$ cat config.mk
export PLATFORM = sky130hd
export DESIGN_NAME = hub75_bcm_scanner
export DESIGN_NICKNAME = d
export VERILOG_FILES = /design/src/rtl/hub75_bcm_scanner.sv
export SDC_FILE = /design/constraint.sdc
export NUM_CORES = 1
export LEC_CHECK = 0
export ABC_AREA = 1
export CORE_UTILIZATION = 50
export DETAILED_ROUTE_END_ITERATION = 10
export PLACE_DENSITY = 0.8
export SLEW_MARGIN = 20
export SYNTH_ARGS = -nofsm -noshare
export SYNTH_HDL_FRONTEND = slang
export SYNTH_SLANG_ARGS = --single-unit
$ cat constraint.sdc
create_clock -name clk -period 2.4 [get_ports clk]
set_input_delay 0.48 -clock clk [delete_from_list [all_inputs] [get_ports clk]]
set_output_delay 0.48 -clock clk [all_outputs]
set_load 0.005 [all_outputs]
$ cat src/rtl/hub75_bcm_scanner.sv
// HUB75 scan driver: shifts COLS pixels per row pair from a 1-cycle-latency framebuffer, latches, then lights BASE_ON<<plane clocks.
// No backpressure; outputs decode straight from flops, and enable is only honoured at IDLE and at plane boundaries (BLANK).
module hub75_bcm_scanner #(
  parameter int COLS      = 64,
  parameter int ADDR_BITS = 4,
  parameter int PLANES    = 4,
  parameter int BASE_ON   = 8
) (
  input  logic                              clk,
  input  logic                              rst,
  input  logic                              enable,
  output logic                              fb_rd,
  output logic [ADDR_BITS+$clog2(COLS)-1:0] fb_addr,
  input  logic [3*PLANES-1:0]               fb_data0,
  input  logic [3*PLANES-1:0]               fb_data1,
  output logic [ADDR_BITS-1:0]              row_addr,
  output logic                              r0,
  output logic                              g0,
  output logic                              b0,
  output logic                              r1,
  output logic                              g1,
  output logic                              b1,
  output logic                              sclk,
  output logic                              lat,
  output logic                              oe_n,
  output logic                              frame_start
);

  localparam int CW = $clog2(COLS);
  localparam int SW = $clog2(2*COLS+1);
  localparam int PW = (PLANES > 1) ? $clog2(PLANES) : 1;
  localparam int DW = $clog2(BASE_ON << (PLANES-1)) + 1;
  localparam logic [SW-1:0] SHIFT_LAST = SW'(2*COLS);
  localparam logic [PW-1:0] PLANE_LAST = PW'(PLANES-1);

  typedef enum logic [2:0] {IDLE, SHIFT, LATCH, DISPLAY, BLANK} state_t;

  state_t               state, state_nx;
  logic [SW-1:0]        cnt;
  logic [DW-1:0]        dcnt;
  logic [DW-1:0]        on_len;
  logic [PW-1:0]        plane;
  logic [ADDR_BITS-1:0] row;
  logic [5:0]           held;
  logic [5:0]           live;
  logic [5:0]           colour;
  logic                 shift_done;
  logic                 disp_done;

  assign on_len     = DW'(BASE_ON) << plane;
  assign shift_done = (cnt == SHIFT_LAST);
  assign disp_done  = (dcnt == on_len - DW'(1));

  // Current-plane bit of each channel, ordered {r0,g0,b0,r1,g1,b1}.
  always_comb begin
    live = 6'd0;
    for (int p = 0; p < PLANES; p++) begin
      if (plane == PW'(p))
        live = {fb_data0[2*PLANES+p], fb_data0[PLANES+p], fb_data0[p],
                fb_data1[2*PLANES+p], fb_data1[PLANES+p], fb_data1[p]};
    end
  end

  always_ff @(posedge clk or negedge rst) begin
    if (!rst) state <= IDLE;
    else      state <= state_nx;
  end

  // cnt: 0 = prefetch, odd = phase 0 (data returns), even = phase 1 (sclk high, next read issued).
  always_comb begin
    state_nx    = state;
    fb_rd       = 1'b0;
    sclk        = 1'b0;
    lat         = 1'b0;
    oe_n        = 1'b1;
    frame_start = 1'b0;
    colour      = 6'd0;
    case (state)
      IDLE: begin
        if (enable) state_nx = SHIFT;
      end
      SHIFT: begin
        fb_rd       = !cnt[0] && !shift_done;
        frame_start = (cnt == '0) && (row == '0) && (plane == '0);
        if (cnt != '0) begin
          sclk   = !cnt[0];
          colour = cnt[0] ? live : held;
        end
        if (shift_done) state_nx = LATCH;
      end
      LATCH: begin
        lat      = 1'b1;
        state_nx = DISPLAY;
      end
      DISPLAY: begin
        oe_n = 1'b0;
        if (disp_done) state_nx = BLANK;
      end
      BLANK: begin
        state_nx = enable ? SHIFT : IDLE;
      end
      default: state_nx = IDLE;
    endcase
  end

  assign {r0, g0, b0, r1, g1, b1} = colour;
  assign fb_addr = fb_rd ? {row, cnt[CW:1]} : '0;

  always_ff @(posedge clk or negedge rst) begin
    if (!rst) begin
      cnt      <= '0;
      dcnt     <= '0;
      plane    <= '0;
      row      <= '0;
      row_addr <= '0;
      held     <= '0;
    end else begin
      if (state == SHIFT) begin
        cnt <= shift_done ? '0 : cnt + SW'(1);
        if (cnt[0])     held     <= live;
        // Loading on SHIFT exit makes the new address visible during LATCH, while oe_n is still high.
        if (shift_done) row_addr <= row;
      end
      dcnt <= (state == DISPLAY) ? dcnt + DW'(1) : '0;
      if (state == BLANK) begin
        if (plane == PLANE_LAST) begin
          plane <= '0;
          row   <= row + ADDR_BITS'(1);
        end else begin
          plane <= plane + PW'(1);
        end
      end
    end
  end

endmodule

==> metrics.cfg, run 1 <==
[clock_network]
clk_pin_slew_ns=0.07
htree_levels=2
cts-root-buf=clkbuf_8
cts_tree=done
clk_latency_ns=0.29
numCtsBuffers=5
clock-sinks=34
clock_path_buffers=2

[critical_path]
critPathKind=reg -> reg
arrival_ns=2.62
ff2ff_path_depth=19
cp-start-kind=flip-flop
worst_ep_required_time_ns=2.63
path_max_fanout=5
critPathCaptureType=flip-flop

[detailed_routing]
drc=0
drtAntennaViolNets=0
wl_per_cell_um=13.16
totalWireLength_um=5766
first_pass_iters=5
vias_per_cell=5.053
vias=2213
first_iter_violations=125

[synth]
synthCells=296
ys_types=23
ys_seq_area_frac=0.3888
avgSynthCellArea_um2=7.393
ys_ff_latch=34
yosysWarnings=0
synth.cell_area_um2=2188
synth_nets=334

[power]
netSwitchingPower_mw=1.046
p_per_area_nw_per_um2=858.3
peakVddDrop_v=0.0004598
pwr-share-clk=0.229
power.share.sequential=0.290
power_mw=2.784
switching_share=0.3758
p_int_mw=1.738
comb_power_share=0.481
p_leak_nw=1.618

[timing]
rsz0062_at_grt=true
maxSlewHeadroom=0.7028
final.setup.tns_ns=0
setup_slack_ns=0.01499
hold_violations=0
fmax_mhz=419.3
clock_skew_ns=0.005356
hold_ws_ns=0.4655
period_share=0.9938
setup_viol=0
slew_viol_final=0
worst_pin_slew_ns=0.4458
period_minus_slack_ns=2.385

[layout]
antenna_cells=0
fin_nets=425
fin_cells=438
drive_above_1_share=0.2784
finish.utilization=0.7936
area_delta_synth_final_pct=48.20
final_area_um2=3243

[grt]
overflow=0
grt_pass1_wl_um=8721
grt_max_degree=35
grt_pass1_vias=2071
antenna_found_initial=0
grt_use_total=0.2574

[floorplanning]
die_area_um2=4645
core.rowCount=23
fp.dieW_um=68.16
fp.coreArea_um2=4086
die_h_um=68.16
io_pins=52
initial_core_util=0.5355

[place]
placed_area_um2=2873
numPortBuffers=51
post-place-ws_ns=-0.04529
hpwl_um=3903
placed_cells=410
gp_congestion=0.8307

[hold_path]
hold_class=reg -> reg
holdPathStages=1

[flow_run]
cap_viol_max_count=0

[run_status]
status=complete, no violations

==> critical path, cell delays in order (launching register included) <==
cell and delay (ns):
dfrtp_1 0.44, inv_2 0.10, buf_4 0.13, ha_4 0.15
buf_6 0.11, a21oi_2 0.04, nand2_2 0.07, o21ai_2 0.05
nand2_1 0.08, nand2_2 0.06, buf_4 0.13, buf_4 0.12
buf_4 0.12, buf_4 0.12, buf_4 0.12, buf_4 0.13
buf_6 0.11, buf_4 0.12, buf_4 0.12, nand2_1 0.05
==> registers in the layout (all words and copies together), names as in the netlist <==
| register | cells |
|---|---|
| dcnt | 7 |
| row | 4 |
| cnt | 8 |
| row_addr | 4 |
| held | 6 |
| state | 3 |
| plane | 2 |
==> synthesized netlist by cell type <==
library cell,count,area share
inv_2,4,0.0069
clkbuf_1,1,0.0017
nor3_1,10,0.023
nand2_1,79,0.14
nor2_2,1,0.0029
inv_1,38,0.065
nand3_1,13,0.030
o21ai_0,19,0.043
nor4_1,1,0.0029
a21oi_1,19,0.043
ha_1,11,0.063
buf_4,1,0.0034
buf_2,2,0.0046
dfrtp_1,34,0.39
o211ai_1,1,0.0034
xor2_1,7,0.028
nor2_4,13,0.067
nand2_2,2,0.0057
buf_8,1,0.0069
nand2_4,1,0.0051
nor2_1,34,0.058
o22ai_1,1,0.0029
nand4_1,3,0.0086
==> layout make-up <==
type	instances	area, um2
clock inverter	3	68.82
inverter	42	167.7
tap	50	62.56
sequential	34	850.8
fill	278	843.3
timing repair buffer	89	788.3
multi-input combinational	215	1236
clock buffer	5	68.82
==> repair_timing <==
action,4_1_cts,5_1_grt
endpoints found under the setup margin,18,18
setup buffers,14,6
pin swaps,7,7
hold buffers,0,0
gates resized for setup,29,60
==> per-layer routing <==
layer  wire [um]  track usage  vias up
li1            -            -     1111
met1        2342       0.2816     1046
met2        3119       0.4694       40
met3         165      0.05000       16
met4         138       0.1250        0
met5           0            0        -
==> logic make-up (layout without fill, tap and decap cells) <==
family / count (synthesis) / count (layout) / share of synthesized area
simple gates: 157 / 157 / 0.3385
buf+inv: 47 / 139 / 0.08862
compound gates: 40 / 40 / 0.09320
flops: 34 / 34 / 0.3888
fa+ha+maj: 11 / 11 / 0.06289
xor+xnor: 7 / 7 / 0.02802
==> worst paths after layout <==
kind                       slack (ns)            startpoint                   end
max reg2reg                      0.01  plane[0]$_DFFE_PN0N_   held[5]$_DFFE_PN0P_
max                              0.01  plane[0]$_DFFE_PN0N_   held[5]$_DFFE_PN0P_
min reg2reg                      0.47     dcnt[0]$_DFF_PN0_     dcnt[0]$_DFF_PN0_
max in group asynchronous        1.49                   rst  plane[0]$_DFFE_PN0N_
min                              0.47     dcnt[0]$_DFF_PN0_     dcnt[0]$_DFF_PN0_
min in group asynchronous        0.59                   rst    cnt[3]$_DFFE_PN0P_
==> placed cells by master (no fill, tap or decap), types with 11 or more instances in the layout <==
cell / instances
a21oi_1: 14
buf_4: 31
clkbuf_2: 11
clkdlybuf4s50_1: 34
dfrtp_1: 34
inv_1: 26
inv_2: 13
nand2_1: 75
nand3_1: 13
nor2_1: 32
nor2_4: 14
o21ai_0: 16
==> power groups by stage <==
| stage | registers (mW) | clock network [mW] | logic [mW] |
|---|---|---|---|
| final | 0.808 | 0.637 | 1.34 |
| after global routing | 0.818 | 0.671 | 1.48 |
| after CTS | 0.797 | 0.645 | 1.25 |
| after detailed placement | 0.810 | 0 | 1.17 |
| after global placement | 0.803 | 0 | 1.14 |
| after floorplan | 0.797 | 0 | 0.703 |
(Power assumes the default switching activity.)
==> inputs of run 2 (changes only) <==
Settings changed: SKIP_LAST_GASP set to 1.
==> run 2 against run 1 <==
The run now ends with negative setup slack left. Setup slack got worse by 0.031 ns. Count of clock-buffer cells in the layout did not move. Largest cell class unchanged. Wire length rose by 1.2%. Sequential power barely moved. First-iteration DRC count rose by 11%. Flip-flop and latch count did not move. Power rose by 0.39%. Final area rose by 0.81%. Highest routed layer unchanged. Worst hold slack barely moved.
==> metrics.cfg, run 2 (same netlist as run 1, synthesis figures left out) <==
[place]
post-place-ws_ns=-0.04529  ; unchanged
hpwl_um=3903  ; unchanged
numPortBuffers=51  ; unchanged
gp_congestion=0.8307  ; unchanged
placed_area_um2=2873  ; unchanged

[timing]
period_minus_slack_ns=2.416  ; +0.03134 ns
clock_skew_ns=0.005250  ; -0.0001061 ns
period_share=1.007  ; +0.01306
hold_ws_ns=0.4657  ; +0.0002170 ns
hold_violations=0  ; unchanged
slew_viol_final=0  ; unchanged
setup_viol=1  ; +1
worst_pin_slew_ns=0.4596  ; +0.01380 ns
maxSlewHeadroom=0.6936  ; -0.009201
setup_slack_ns=-0.01635  ; -0.03134 ns
rsz0062_at_grt=true
fmax_mhz=413.8  ; -1.3%
final.setup.tns_ns=-0.01635  ; -0.01635 ns

[critical_path]
path_max_fanout=5  ; unchanged
worst_ep_required_time_ns=2.63  ; about the same
ff2ff_path_depth=19  ; unchanged
worst_path_max_delay_cell=dfrtp_1
critPathKind=reg -> reg
arrival_ns=2.65  ; +0.03 ns
path_common_cell=buf_4
cp-start-kind=flip-flop
cpPeakStageDelay_ns=0.44  ; about the same
crit_chain=inv_2 > buf_4 > ha_4 > buf_6 > a21oi_2 > nand2_2 > o21ai_2 > nand2_1 > nand2_2 > buf_4 > buf_4 > buf_4 > buf_4 > buf_4 > buf_4 > buf_4 > buf_4 > buf_4 > nand2_1
critPathCaptureType=flip-flop

[flow_run]
cap_viol_max_count=0  ; unchanged

[run_status]
status=complete, but fails checks
failed_checks=negative setup slack

[grt]
overflow=0  ; unchanged
grt_pass1_wl_um=8694  ; -0.31%
grt_use_total=0.2564  ; -0.001061
grt_max_degree=35  ; unchanged
grt_pass1_vias=2082  ; +0.53%
antenna_found_initial=0  ; unchanged

[detailed_routing]
met1Wirelength_um=2386  ; +1.9%
wl_per_cell_um=13.27  ; +0.79%
first_iter_violations=139  ; +11%
drtAntennaViolNets=0  ; unchanged
first_pass_iters=4  ; -1
drc=0  ; unchanged
vias=2233  ; +0.90%
dr.max_layer_used=met4
wl_met3_um=155  ; -6.1%
wl_met2_um=3096  ; -0.74%
vias_per_cell=5.075  ; +0.45%
totalWireLength_um=5838  ; +1.2%

[floorplanning]
fp.coreArea_um2=4086  ; unchanged
fp.dieW_um=68.16  ; unchanged
die_h_um=68.16  ; unchanged
core.rowCount=23  ; unchanged
io_pins=52  ; unchanged
die_area_um2=4645  ; unchanged
initial_core_util=0.5355  ; unchanged

[clock_network]
cts_tree=done
clock-sinks=34  ; unchanged
htree_levels=2  ; unchanged
clock_path_buffers=2  ; unchanged
cts-root-buf=clkbuf_8
numCtsBuffers=5  ; unchanged
clk_pin_slew_ns=0.08  ; about the same
cts_hold_buffers=0  ; unchanged
clk_latency_ns=0.29  ; about the same

[layout]
largest_reg_flops=8  ; unchanged
final_area_um2=3269  ; +0.81%
regMostFlops=cnt
antenna_cells=0  ; unchanged
reg_top3=cnt x8, dcnt x7, held x6
drive_above_1_share=0.2692  ; -0.009120
area_delta_synth_final_pct=49.40
fillers=275  ; -1.1%
fin_nets=427  ; +0.47%
layout.cells.most_common=nand2_1
final_cell_mix=74 x nand2_1, 34 x dfrtp_1, 34 x clkdlybuf4s50_1, 34 x buf_4, 32 x nor2_1

[hold_path]
holdPathStages=1  ; unchanged
hold_class=reg -> reg

[power]
power_mw=2.794  ; +0.39%
peakVddDrop_v=0.0004577  ; -0.46%
p_leak_nw=1.627  ; +0.58%
p_per_area_nw_per_um2=854.7  ; -0.42%

-- run 2: layer usage --
layer,up-vias,global-route usage
li1,1120,-
met1,1049,0.2827
met2,45,0.4583
met3,19,0.05000
met4,0,0.1380
met5,-,0
-- run 2: metrics by stage --
stage,utilization,instances
3_3_place_gp,0.7030,410
4_1_cts,0.7633,432
6_report,0.8001,440
5_1_grt,0.8001,440
2_1_floorplan,-,296
3_5_place_dp,0.7030,410
-- run 2: worst max-delay path: cells and delay by family, from the launching register on --
kind            cells  cell delay [ns]
simple gates        4             0.26
buf+inv            12             1.45
compound gates      2             0.09
fa+ha+maj           1             0.15
flops               1             0.44
-- run 2: worst paths after layout --
check                                      from                   to  slack (ns)
max                        plane[0]$_DFFE_PN0N_  held[5]$_DFFE_PN0P_       -0.02
min                           dcnt[0]$_DFF_PN0_    dcnt[0]$_DFF_PN0_        0.47
min in group asynchronous                   rst   cnt[3]$_DFFE_PN0P_        0.60
max in group asynchronous                   rst    dcnt[5]$_DFF_PN0_        1.47
max reg2reg                plane[0]$_DFFE_PN0N_  held[5]$_DFFE_PN0P_       -0.02
min reg2reg                   dcnt[0]$_DFF_PN0_    dcnt[0]$_DFF_PN0_        0.47
-- run 2: cell type report --
class | count | area (um2) | share of cell area
clock inverters | 3 | 68.82 | 0.02105
well taps | 50 | 62.56 | 0.01914
flip-flops and latches | 34 | 850.8 | 0.2602
repair buffers | 91 | 819.5 | 0.2507
clock buffers | 5 | 68.82 | 0.02105
inverters | 42 | 165.2 | 0.05052
multi-input cells | 215 | 1234 | 0.3773
-- run 2: what timing repair did --
action,in CTS,in global routing
pin swaps,6,6
setup buffers,14,8
setup endpoints to repair,18,18
endpoints found under the hold margin,0,0
resized for setup,28,54
-- run 2: power by group --
group	switching, mW	internal, mW	total (mW)	leakage, nW
clock network	0.221	0.416	0.637	0.0683
logic	0.720	0.628	1.35	1.11
registers	0.104	0.705	0.809	0.448
==> inputs of run 3 (changes only) <==
==> constraint.sdc (replaced) <==
create_clock -name clk -period 2.4 [get_ports clk]
set_input_delay 0.24 -clock clk [delete_from_list [all_inputs] [get_ports clk]]
set_output_delay 0.24 -clock clk [all_outputs]
set_load 0.005 [all_outputs]
==> run 3 against run 2 <==
The run now ends clean. Maximum frequency is 7.7% higher. Final area down 7.1%. Critical path depth shrank 14. Final cell count is 5.7% lower. Via count is 9.0% lower. Power decreased by 8.0%. Flip-flop and latch count did not move. Non-clock buffer count shrank 25. Utilization fell by 5.7 points. Register-to-register slack better by 0.65 ns. Wire length decreased by 13%. Critical endpoint is now frame_start.
==> metrics.cfg, run 3 (same netlist as run 1, synthesis figures left out) <==
[clock_network]
cts_hold_buffers=0  ; unchanged
clk_pin_slew_ns=0.08  ; about the same
htree_levels=2  ; unchanged
clock-sinks=34  ; unchanged
cts-root-buf=clkbuf_8
numCtsBuffers=5  ; unchanged
cts_tree=done
clock_path_buffers=2  ; unchanged
clk_latency_ns=0.29  ; about the same

[timing]
hold_ws_ns=0.3484  ; -0.1172 ns
maxSlewHeadroom=0.7158  ; +0.02217
clock_skew_ns=0.006583  ; +0.001333 ns
period_share=0.9352  ; -0.07157
period_minus_slack_ns=2.245  ; -0.1718 ns
rsz0062_at_grt=false
fmax_mhz=445.5  ; +7.7%
slew_viol_final=0  ; unchanged
worst_pin_slew_ns=0.4264  ; -0.03326 ns
hold_violations=0  ; unchanged
setup_viol=0  ; -1

[floorplanning]
die_h_um=68.16  ; unchanged
core.rowCount=23  ; unchanged
fp.coreArea_um2=4086  ; unchanged
initial_core_util=0.5355  ; unchanged
io_pins=52  ; unchanged
die_area_um2=4645  ; unchanged
fp.dieW_um=68.16  ; unchanged

[critical_path]
critPathCaptureType=primary output
critPathKind=reg -> out
startpoint=row[0]$_DFFE_PN0P_
r2r_slack_ns=0.63  ; +0.65 ns
worst_ep_required_time_ns=2.16  ; -0.47 ns
cp-start-kind=flip-flop
arrival_ns=2.00  ; -0.65 ns
rr_startpoint=plane[1]$_DFFE_PN0N_
path_max_fanout=4  ; -1

[detailed_routing]
first_pass_iters=4  ; unchanged
drc=0  ; unchanged
totalWireLength_um=5102  ; -13%
drtAntennaViolNets=0  ; unchanged
vias_per_cell=4.899  ; -3.5%
wl_per_cell_um=12.29  ; -7.3%
first_iter_violations=135  ; -2.9%
vias=2033  ; -9.0%

[run_status]
status=complete, no violations

[power]
p_per_area_nw_per_um2=845.9  ; -1.0%
netSwitchingPower_mw=0.9544  ; -8.7%
peakVddDrop_v=0.0005010  ; +9.5%
switching_share=0.3714  ; -0.002708
power.share.sequential=0.313  ; +0.023
p_int_mw=1.615  ; -7.6%
p_leak_nw=1.674  ; +2.9%
comb_power_share=0.438  ; -0.044
pwr-share-clk=0.249  ; +0.021

[grt]
grt_use_total=0.2532  ; -0.003191
grt_pass1_vias=1928  ; -7.4%
grt_pass1_wl_um=8542  ; -1.7%
overflow=0  ; unchanged
antenna_found_initial=0  ; unchanged
grt_max_degree=35  ; unchanged

[flow_run]
cap_viol_max_count=0  ; unchanged

[layout]
area_delta_synth_final_pct=38.82
regMostFlops=cnt
reg_top3=cnt x8, dcnt x7, held x6
layout.cells.most_common=nand2_1
drive_above_1_share=0.1479  ; -0.1213
largest_reg_flops=8  ; unchanged
fin_nets=402  ; -5.9%
final_cell_mix=79 x nand2_1, 35 x clkdlybuf4s50_1, 33 x inv_1, 33 x dfrtp_1, 32 x nor2_1
antenna_cells=0  ; unchanged
final_area_um2=3038  ; -7.1%

[place]
numPortBuffers=51  ; unchanged
gp_congestion=0.8037  ; -3.3%
placed_area_um2=2790  ; -2.9%
hpwl_um=3817  ; -2.2%

[hold_path]
hold_class=in -> async

run 3: cell count changes in the layout (fill, tap and decap cells not counted), moves of 4 or more:
cell and delta:
clkdlybuf4s15_1 -7, clkbuf_2 -7, dlymetal6s2s_1 +10, a21oi_2 -5
inv_2 -4, buf_4 -20, a21oi_1 +5, inv_1 +6
nand2_1 +5, nand2_2 -5
run 3: worst max-delay path, cell delays in order, from the launching register on:
cell	delay [ns]
dfrtp_1	0.40
inv_1	0.17
ha_1	0.21
nand4_1	0.14
nor3_1	0.24
clkdlybuf4s50_1	0.56
run 3: cell type report:
type,count,area (um2)
tap,50,62.56
clock buffer,5,68.82
inverter,42,160.2
timing repair buffer,66,656.9
clock inverter,3,68.82
sequential,34,852.1
multi-input combinational,215,1169
fill,340,1049
run 3: metrics by stage:
stage	setup WS, ns	std cells	utilization	power (mW)	TNS [ns]
detailed placement	0.06088	399	0.6828	1.923	0
floorplan	0.6967	296	-	1.500	0
CTS	-0.02629	413	0.7330	2.572	-0.02629
finish	0.1554	415	0.7434	2.570	0
global placement	0.09639	399	0.6828	1.899	0
global route	0.03440	415	0.7434	2.769	0
run 3: power by group through the flow:
stage / clock network (mW) / logic (mW) / registers, mW
global placement: 0 / 1.10 / 0.804
finish: 0.641 / 1.13 / 0.803
global route: 0.676 / 1.27 / 0.818
detailed placement: 0 / 1.11 / 0.809
CTS: 0.651 / 1.12 / 0.801
floorplan: 0 / 0.703 / 0.797
run 3: path summary, 6_finish.rpt:
kind | end | cells past startpoint
setup / recovery | frame_start | 5
hold / removal | cnt[2]$_DFFE_PN0P_ | 2
setup reg to reg | state[2]$_DFFE_PN0P_ | 11
hold reg to reg | dcnt[0]$_DFF_PN0_ | 1
max in group asynchronous | plane[0]$_DFFE_PN0N_ | 2
min in group clk | dcnt[0]$_DFF_PN0_ | 1
run 3: what timing repair did:
action                                  4_1_cts  5_1_grt
pin swaps                                     1        2
endpoints found under the setup margin       16       11
setup buffers                                 6        2
gates resized for setup                      17       12
run 3: layer usage:
metal  track usage  vias up  wire [um]
li1              -     1063          -
met1        0.3033      918       2217
met2        0.4277       41       2595
met3       0.05500       11        157
met4        0.1198        0        131
met5             0        -          0
